--- src/rtl/sigma_delta_adc.sv ---
// sigma_delta_adc -- stereo first-order sigma-delta ADC front end.
//
// Each comparator bitstream is synchronised, registered as the feedback bit
// (which is also the filter input, +1/-1), then decimated by 2^DECIM_LOG2
// with a third-order CIC filter and emitted as signed PCM pairs.
//
// Parameters:
//   DECIM_LOG2 : log2 of decimation ratio R, legal 5..10
//   OW         : PCM width, OW <= 3*DECIM_LOG2+1
// Ports:
//   clk, reset            : single clock, synchronous active-high reset
//   ce                    : modulator sample enable (bitstream rate)
//   bs_left, bs_right     : asynchronous comparator outputs
//   fb_left, fb_right     : feedback bits back to the RC networks
//   pcm_left, pcm_right   : signed PCM samples, held between strobes
//   pcm_valid             : one-cycle strobe for a new sample pair

// Per-channel datapath: synchroniser, sample register, integrators,
// decimation register, comb pipeline, scaling/saturation, output register.
module sdadc_lane #(
    parameter int W  = 20,
    parameter int OW = 16,
    parameter int SH = 3
) (
    input  logic          clk,
    input  logic          reset,
    input  logic          ce,
    input  logic          cap,       // capture i3 into the decimation register
    input  logic [3:0]    stage_en,  // comb1, comb2, comb3, output register
    input  logic          bs,
    output logic          fb,
    output logic [OW-1:0] pcm
);
    logic [1:0]          sync;
    logic signed [W-1:0] x;
    logic signed [W-1:0] i1, i2, i3, d;
    logic signed [W-1:0] z1, z2, z3;
    logic signed [W-1:0] c1, c2, c3;
    logic signed [W-1:0] y_sh;
    logic                ovf;
    logic [OW-1:0]       sat_val;

    assign x = fb ? {{(W-1){1'b0}}, 1'b1} : {W{1'b1}};

    // Everything above bit OW-2 of the shifted value must be pure sign
    // extension; otherwise clamp toward the sign.
    always_comb begin
        y_sh    = c3 >>> SH;
        ovf     = !((&y_sh[W-1:OW-1]) || !(|y_sh[W-1:OW-1]));
        sat_val = y_sh[OW-1:0];
        if (ovf)
            sat_val = {y_sh[W-1], {(OW-1){~y_sh[W-1]}}};
    end

    always_ff @(posedge clk) begin
        if (reset) begin
            sync <= '0;
            fb   <= 1'b0;
            i1   <= '0;
            i2   <= '0;
            i3   <= '0;
            d    <= '0;
            z1   <= '0;
            z2   <= '0;
            z3   <= '0;
            c1   <= '0;
            c2   <= '0;
            c3   <= '0;
            pcm  <= '0;
        end else begin
            sync <= {sync[0], bs};
            // Integrators wrap modulo 2^W; the comb differences undo it.
            if (ce) begin
                fb <= sync[1];
                i1 <= i1 + x;
                i2 <= i2 + i1;
                i3 <= i3 + i2;
            end
            if (cap)
                d <= i3;
            // Comb delays advance only when a new value enters the stage.
            if (stage_en[0]) begin
                c1 <= d - z1;
                z1 <= d;
            end
            if (stage_en[1]) begin
                c2 <= c1 - z2;
                z2 <= c1;
            end
            if (stage_en[2]) begin
                c3 <= c2 - z3;
                z3 <= c2;
            end
            if (stage_en[3])
                pcm <= sat_val;
        end
    end
endmodule

module sigma_delta_adc #(
    parameter int DECIM_LOG2 = 6,
    parameter int OW         = 16
) (
    input  logic          clk,
    input  logic          reset,
    input  logic          ce,
    input  logic          bs_left,
    input  logic          bs_right,
    output logic          fb_left,
    output logic          fb_right,
    output logic [OW-1:0] pcm_left,
    output logic [OW-1:0] pcm_right,
    output logic          pcm_valid
);
    localparam int NUM_LANES = 2;
    localparam int W         = 3*DECIM_LOG2 + 2;
    localparam int SH        = 3*DECIM_LOG2 + 1 - OW;
    localparam int STAGES    = 4;

    logic [DECIM_LOG2-1:0]          dec_cnt;
    logic                           cap;
    logic [STAGES:0]                vld_pipe;
    logic [NUM_LANES-1:0]           bs_vec;
    logic [NUM_LANES-1:0]           fb_vec;
    logic [NUM_LANES-1:0][OW-1:0]   pcm_vec;

    assign cap    = ce & (&dec_cnt);
    assign bs_vec = {bs_right, bs_left};

    // vld_pipe[0]: decimation register loaded; [1..3]: comb stages done;
    // [STAGES]: output register loaded. Runs every clock, independent of ce.
    always_ff @(posedge clk) begin
        if (reset) begin
            dec_cnt  <= '0;
            vld_pipe <= '0;
        end else begin
            if (ce)
                dec_cnt <= dec_cnt + 1'b1;
            vld_pipe <= {vld_pipe[STAGES-1:0], cap};
        end
    end

    for (genvar g = 0; g < NUM_LANES; g++) begin : g_lane
        sdadc_lane #(.W(W), .OW(OW), .SH(SH)) u_lane (
            .clk      (clk),
            .reset    (reset),
            .ce       (ce),
            .cap      (cap),
            .stage_en (vld_pipe[STAGES-1:0]),
            .bs       (bs_vec[g]),
            .fb       (fb_vec[g]),
            .pcm      (pcm_vec[g])
        );
    end

    assign fb_left   = fb_vec[0];
    assign fb_right  = fb_vec[1];
    assign pcm_left  = pcm_vec[0];
    assign pcm_right = pcm_vec[1];
    assign pcm_valid = vld_pipe[STAGES];
endmodule

--- config.mk ---
export PLATFORM = sky130hd
export DESIGN_NAME = sigma_delta_adc
export DESIGN_NICKNAME = d
export VERILOG_FILES = /design/src/rtl/sigma_delta_adc.sv
export SDC_FILE = /design/constraint.sdc
export NUM_CORES = 1
export LEC_CHECK = 0
export BUFFER_PORTS_ARGS = -buffer_cell sky130_fd_sc_hd__buf_4
export CAP_MARGIN = 10
export CELL_PAD_IN_SITES_DETAIL_PLACEMENT = 1
export CELL_PAD_IN_SITES_GLOBAL_PLACEMENT = 1
export CORE_ASPECT_RATIO = 1.75
export CORE_MARGIN = 3
export CORE_UTILIZATION = 53
export CTS_BUF_LIST = sky130_fd_sc_hd__clkbuf_4 sky130_fd_sc_hd__clkbuf_8 sky130_fd_sc_hd__clkbuf_16
export CTS_CLUSTER_DIAMETER = 150
export DETAILED_ROUTE_END_ITERATION = 8
export PLACE_DENSITY = 0.84
export SLEW_MARGIN = 20
export SYNTH_ARGS = -nofsm -noshare
export SYNTH_HDL_FRONTEND = slang
export SYNTH_SLANG_ARGS = --single-unit
--- constraint.sdc ---
create_clock -name clk -period 6.65 [get_ports clk]
set_input_delay 0.665 -clock clk [delete_from_list [all_inputs] [get_ports clk]]
set_output_delay 0.665 -clock clk [all_outputs]
set_load 0.02 [all_outputs]
After elaboration in Yosys (flattened, before gate mapping). Cells that the tools add are included.

Bits in registers: 449. Input bits: 5. Logic and storage cells: 57.

Add/sub/neg operators: 13. Bitwise logic cells: 3. Muxes and demuxes: 4. Reduce and logical (&&, ||, !) cells: 9.

Operator list (number): adder 20 bit (6); subtractor 20 bit (6); 2-to-1 mux 20 bit (2); 2-to-1 mux 16 bit (2); adder 6 x 1 -> 6 bit, second input constant (1); AND reduction 6 bit (1); AND reduction 2 bit (2); OR reduction 2 bit (2); logical NOT 1 bit (2); logical OR 1 bit (2); inverter 1 bit (2); bitwise AND 1 bit (1).

Depth between registers and ports, before layout.
Depth after elaboration: 4. Mapped depth: 11.

Modules after synthesis. A second synthesis with hierarchy kept.

Cells, all modules: 3065. Area total of the unflattened synthesis: 26362.8 um^2.

Modules (own cells, without submodules): sdadc_lane at g_lane[0].u_lane (instances 1, area each 13135.1 um^2, cells an instance 1541, seq. area each 4324.1 um^2); sdadc_lane at g_lane[1].u_lane (instances 1, area each 12833.6 um^2, cells an instance 1485, seq. area each 4324.1 um^2); sigma_delta_adc (instances 1, area each 394.1 um^2, cells an instance 39, seq. area each 220.2 um^2).

Worst setup path after synthesis. Ideal clock, no wire load.

Kind: register to register. Start point: register g_lane[1].u_lane.fb. End point: register g_lane[1].u_lane.i1[19]. Setup time: 0.123 ns. Data arrival time: 3.043 ns. Buffers on the path: 0. Stages on the path, launching flop included: 11. Setup slack: 3.484 ns. Required time: 6.527 ns. Cells stage by stage: dfxtp_1 -> inv_1 -> ha_1 -> a211o_1 -> a2111oi_2 -> o21ai_1 -> a21oi_2 -> o21ai_1 -> a221oi_2 -> mux2i_1 -> mux2_1.

Longest elaborated chain between the ends: 2.

RTL lines: start: declaration (line 31) `output logic fb,`; start signal: assignment (line 74) `fb <= sync[1];`; 2-to-1 mux 20 bit (line 43) `assign x = fb ? {{(W-1){1'b0}}, 1'b1} : {W{1'b1}};`; adder 20 bit (line 75) `i1 <= i1 + x;`; end signal: assignment (line 75); end: declaration (line 36) `logic signed [W-1:0] i1, i2, i3, d;`.

Every way passes these cells. A chain may end at the register's enable or synchronous reset.

Worst setup path after layout.
Start point: register g_lane[0].u_lane.fb. End point: register g_lane[0].u_lane.i1[15].

Longest elaborated chain between the ends: 2.

RTL lines (line): start: declaration (31); start signal: assignment (74); 2-to-1 mux 20 bit (43); adder 20 bit (75); end signal: assignment (75); end: declaration (36).

Every way passes these cells.

==> qor.yml <==
floorplanning:
  die_h_um: 299
  die_area_mm2: 0.0519
  num_io_pins: 40
  core_area_mm2: 0.0481
  die_w_um: 174
  start_util_pct: 54.1
  rows: 106
timing:
  rsz0062_at_grt: "false"
  clock_skew_ns: 0.0161
  hold_viol: 0
  fmax_ghz: 0.274
  fin_crit_sh_pct: 54.8
  slew_headroom_pct: 33.5
  final_max_slew_viol_count: 0
  setup_tns_ns: 0
  layout_setup_ws_ns: 3.01
  tightest_slew_ns: 0.994
  whs_ns: 0.315
  fin_crit_ns: 3.64
  setup-violations-final: 0
synth:
  syn_area_mm2: 0.0260
  yosys_warnings: 0
  synth_cells: 3093
  synth_ff_type: "dfxtp_1"
  avgSynthCellArea_um2: 8.41
  synth_edf_count: 0
  seq_area_frac_synth_pct: 34.1
  synth_nets: 3337
  async_reset_ff_share_pct: 0
  ys_types: 83
  synth_seq_cells: 443
cells_and_area:
  postLayoutCoreUtil_pct: 58.7
  area_growth_pct: 8.61
  fin_area_mm2: 0.0283
  fillers: 5765
  antenna_cells: 0
  num-nets-final: 3298
  stdcell_count: 3733
  drive_gt1_share_pct: 5.38
  mostFrequentLayoutCells: "dfxtp_1 (439), nor2_1 (405), nand2_1 (252)"
  mostFrequentLayoutCell: "dfxtp_1"
pwr:
  power_leakage_nw: 11.6
  ir_worst_vdd_v: 0.000244
  p_per_area_mw_per_mm2: 273
  power_mw: 7.72
placed_design:
  io_buffers: 39
  placed_area_mm2: 0.0268
  dp.cells: 3657
  pre_cts_slack_ns: 3.03
  dp_hpwl_um: 52900
  finalWeightedCongestion: 0.874
clocking:
  cts_sinks: 443
  numCtsBuffers: 43
  cts_resized: 0
  postCtsSetupRepairBufs: 0
  cts_tree: "done"
  clockBufferDepth: 3
  root_buffer: "clkbuf_16"
  hold_buffers: 0
  clk_latency_ns: 0.57
  cts.clk_slew.worst_paths_ns: 0.06
  cts_max_level: 2
global_route:
  antenna_found_initial: 0
  grt_use_total_pct: 26.7
  grt_max_degree: 199
  grt_pass1_vias: 24200
  grt.overflow.total: 0
  grt_pass1_wl_um: 117000
drt:
  drc: 0
  drtAntennaViolNets: 0
  wirelength_um: 71000
  via_count: 22200
  wl_met3_um: 1310
  first_iter_violations: 730
  met1Wirelength_um: 25600
  maxUsedRoutingLayer: "met4"
  drt_first_pass_iters: 5
  wl_met2_um: 39500
  routed_via_density: 5.95
  wl_per_cell_um: 19.0
worst_setup_path:
  crit_path_max_fanout: 19
  critPathMaxStageDelay_ns: 0.66
  crit_slowest_cell: "a2111oi_0"
  endpoint_kind: "register"
  cp.required_ns: 7.12
  cp_cell_sequence: "inv_1 -> ha_1 -> a211oi_1 -> o211ai_1 -> a41oi_1 -> nor2_1 -> a2111oi_0 -> nor2_1 -> xnor2_1 -> a211oi_1"
  arrival_ns: 4.11
  start_kind: "register"
  path_class: "register to register"
min_path:
  hp-class: "input port to register"
flow_run:
  cap_violations: 0
run_status:
  outcome: "complete, no violations"
## critical path, delay by kind of cell, from the launching register on
family,cells,cell delay (ns)
adder cells (fa/ha/maj),1,0.36
flip-flops,1,0.37
AO/OA/AOI/OAI,5,1.86
AND/OR/NAND/NOR,2,0.23
XOR/XNOR,1,0.16
buffers and inverters,1,0.57
## metal layers
layer / GRT usage (%) / vias to the layer above
met5: 0 / -
met2: 54.7 / 311
met3: 2.27 / 196
met1: 24.8 / 10800
met4: 16.6 / 0
li1: - / 10900
## layout make-up
class	count	area, µm²	area share, %
multi-input cells	2342	16000	56.6
flip-flops and latches	443	8880	31.4
clock buffers	54	1220	4.33
well taps	648	811	2.87
inverters	170	638	2.26
repair buffers	54	425	1.51
clock inverters	22	275	0.974
## logic make-up after synthesis
group           Yosys count  share of synthesized area [%]
compound gates          811                           20.5
xor+xnor                162                           5.45
fa+ha+maj               239                           11.8
buf+inv                 308                           4.44
flops                   443                           34.1
mux                     212                           8.19
simple gates            918                           15.6
## state kept, by name, summed over array words and instances (netlist names), 6 cells and up
| name | flops |
|---|---|
| dec_cnt | 6 |
| g_lane.u_lane.c1 | 40 |
| g_lane.u_lane.c2 | 40 |
| g_lane.u_lane.c3 | 34 |
| g_lane.u_lane.d | 40 |
| g_lane.u_lane.i1 | 40 |
| g_lane.u_lane.i2 | 40 |
| g_lane.u_lane.i3 | 40 |
| g_lane.u_lane.pcm | 32 |
| g_lane.u_lane.z1 | 40 |
| g_lane.u_lane.z2 | 40 |
| g_lane.u_lane.z3 | 40 |
## path summary, 6_finish.rpt
check	startpoint	end	slack, ns	cells after the start
worst max-delay path	g_lane[0].u_lane.fb$_SDFFE_PP0P_	g_lane[0].u_lane.i1[15]$_SDFFE_PP0P_	3.01	10
worst min-delay path	bs_left	g_lane[0].u_lane.sync[0]$_SDFF_PP0_	0.32	2
worst max register to register	g_lane[0].u_lane.fb$_SDFFE_PP0P_	g_lane[0].u_lane.i1[15]$_SDFFE_PP0P_	3.01	10
worst min register to register	g_lane[1].u_lane.c3[12]$_SDFFE_PP0P_	g_lane[1].u_lane.c3[12]$_SDFFE_PP0P_	0.45	2
## cells in the mapped netlist, types with 12 or more instances
master	count	share of area (%)
nor3_1	49	0.94
xnor2_1	93	3.1
xor2_1	69	2.3
o21bai_1	22	0.63
nor2_1	406	5.9
mux2i_1	205	7.9
nand4_1	32	0.77
or3_1	19	0.46
o21ai_1	63	1.2
a21o_1	108	3.1
clkbuf_1	111	1.6
and3_1	20	0.48
dfxtp_1	443	34
a211oi_1	87	2.5
o21a_1	23	0.66
ha_1	229	11
o21ai_0	70	1.3
buf_1	27	0.39
inv_1	168	2.4
o211ai_1	12	0.35
a31oi_1	27	0.65
nand2_1	252	3.6
nand3_1	41	0.79
nor2b_1	33	0.79
nand2b_1	14	0.34
o31ai_1	13	0.37
a21oi_1	246	4.7
## where the power goes
part | switching [mW] | total, mW | internal [mW]
clock | 1.09 | 2.60 | 1.51
combinational | 1.21 | 2.09 | 0.885
sequential | 0.207 | 3.03 | 2.82
total | 2.51 | 7.72 | 5.22
Power figures use the tool's default switching activity.
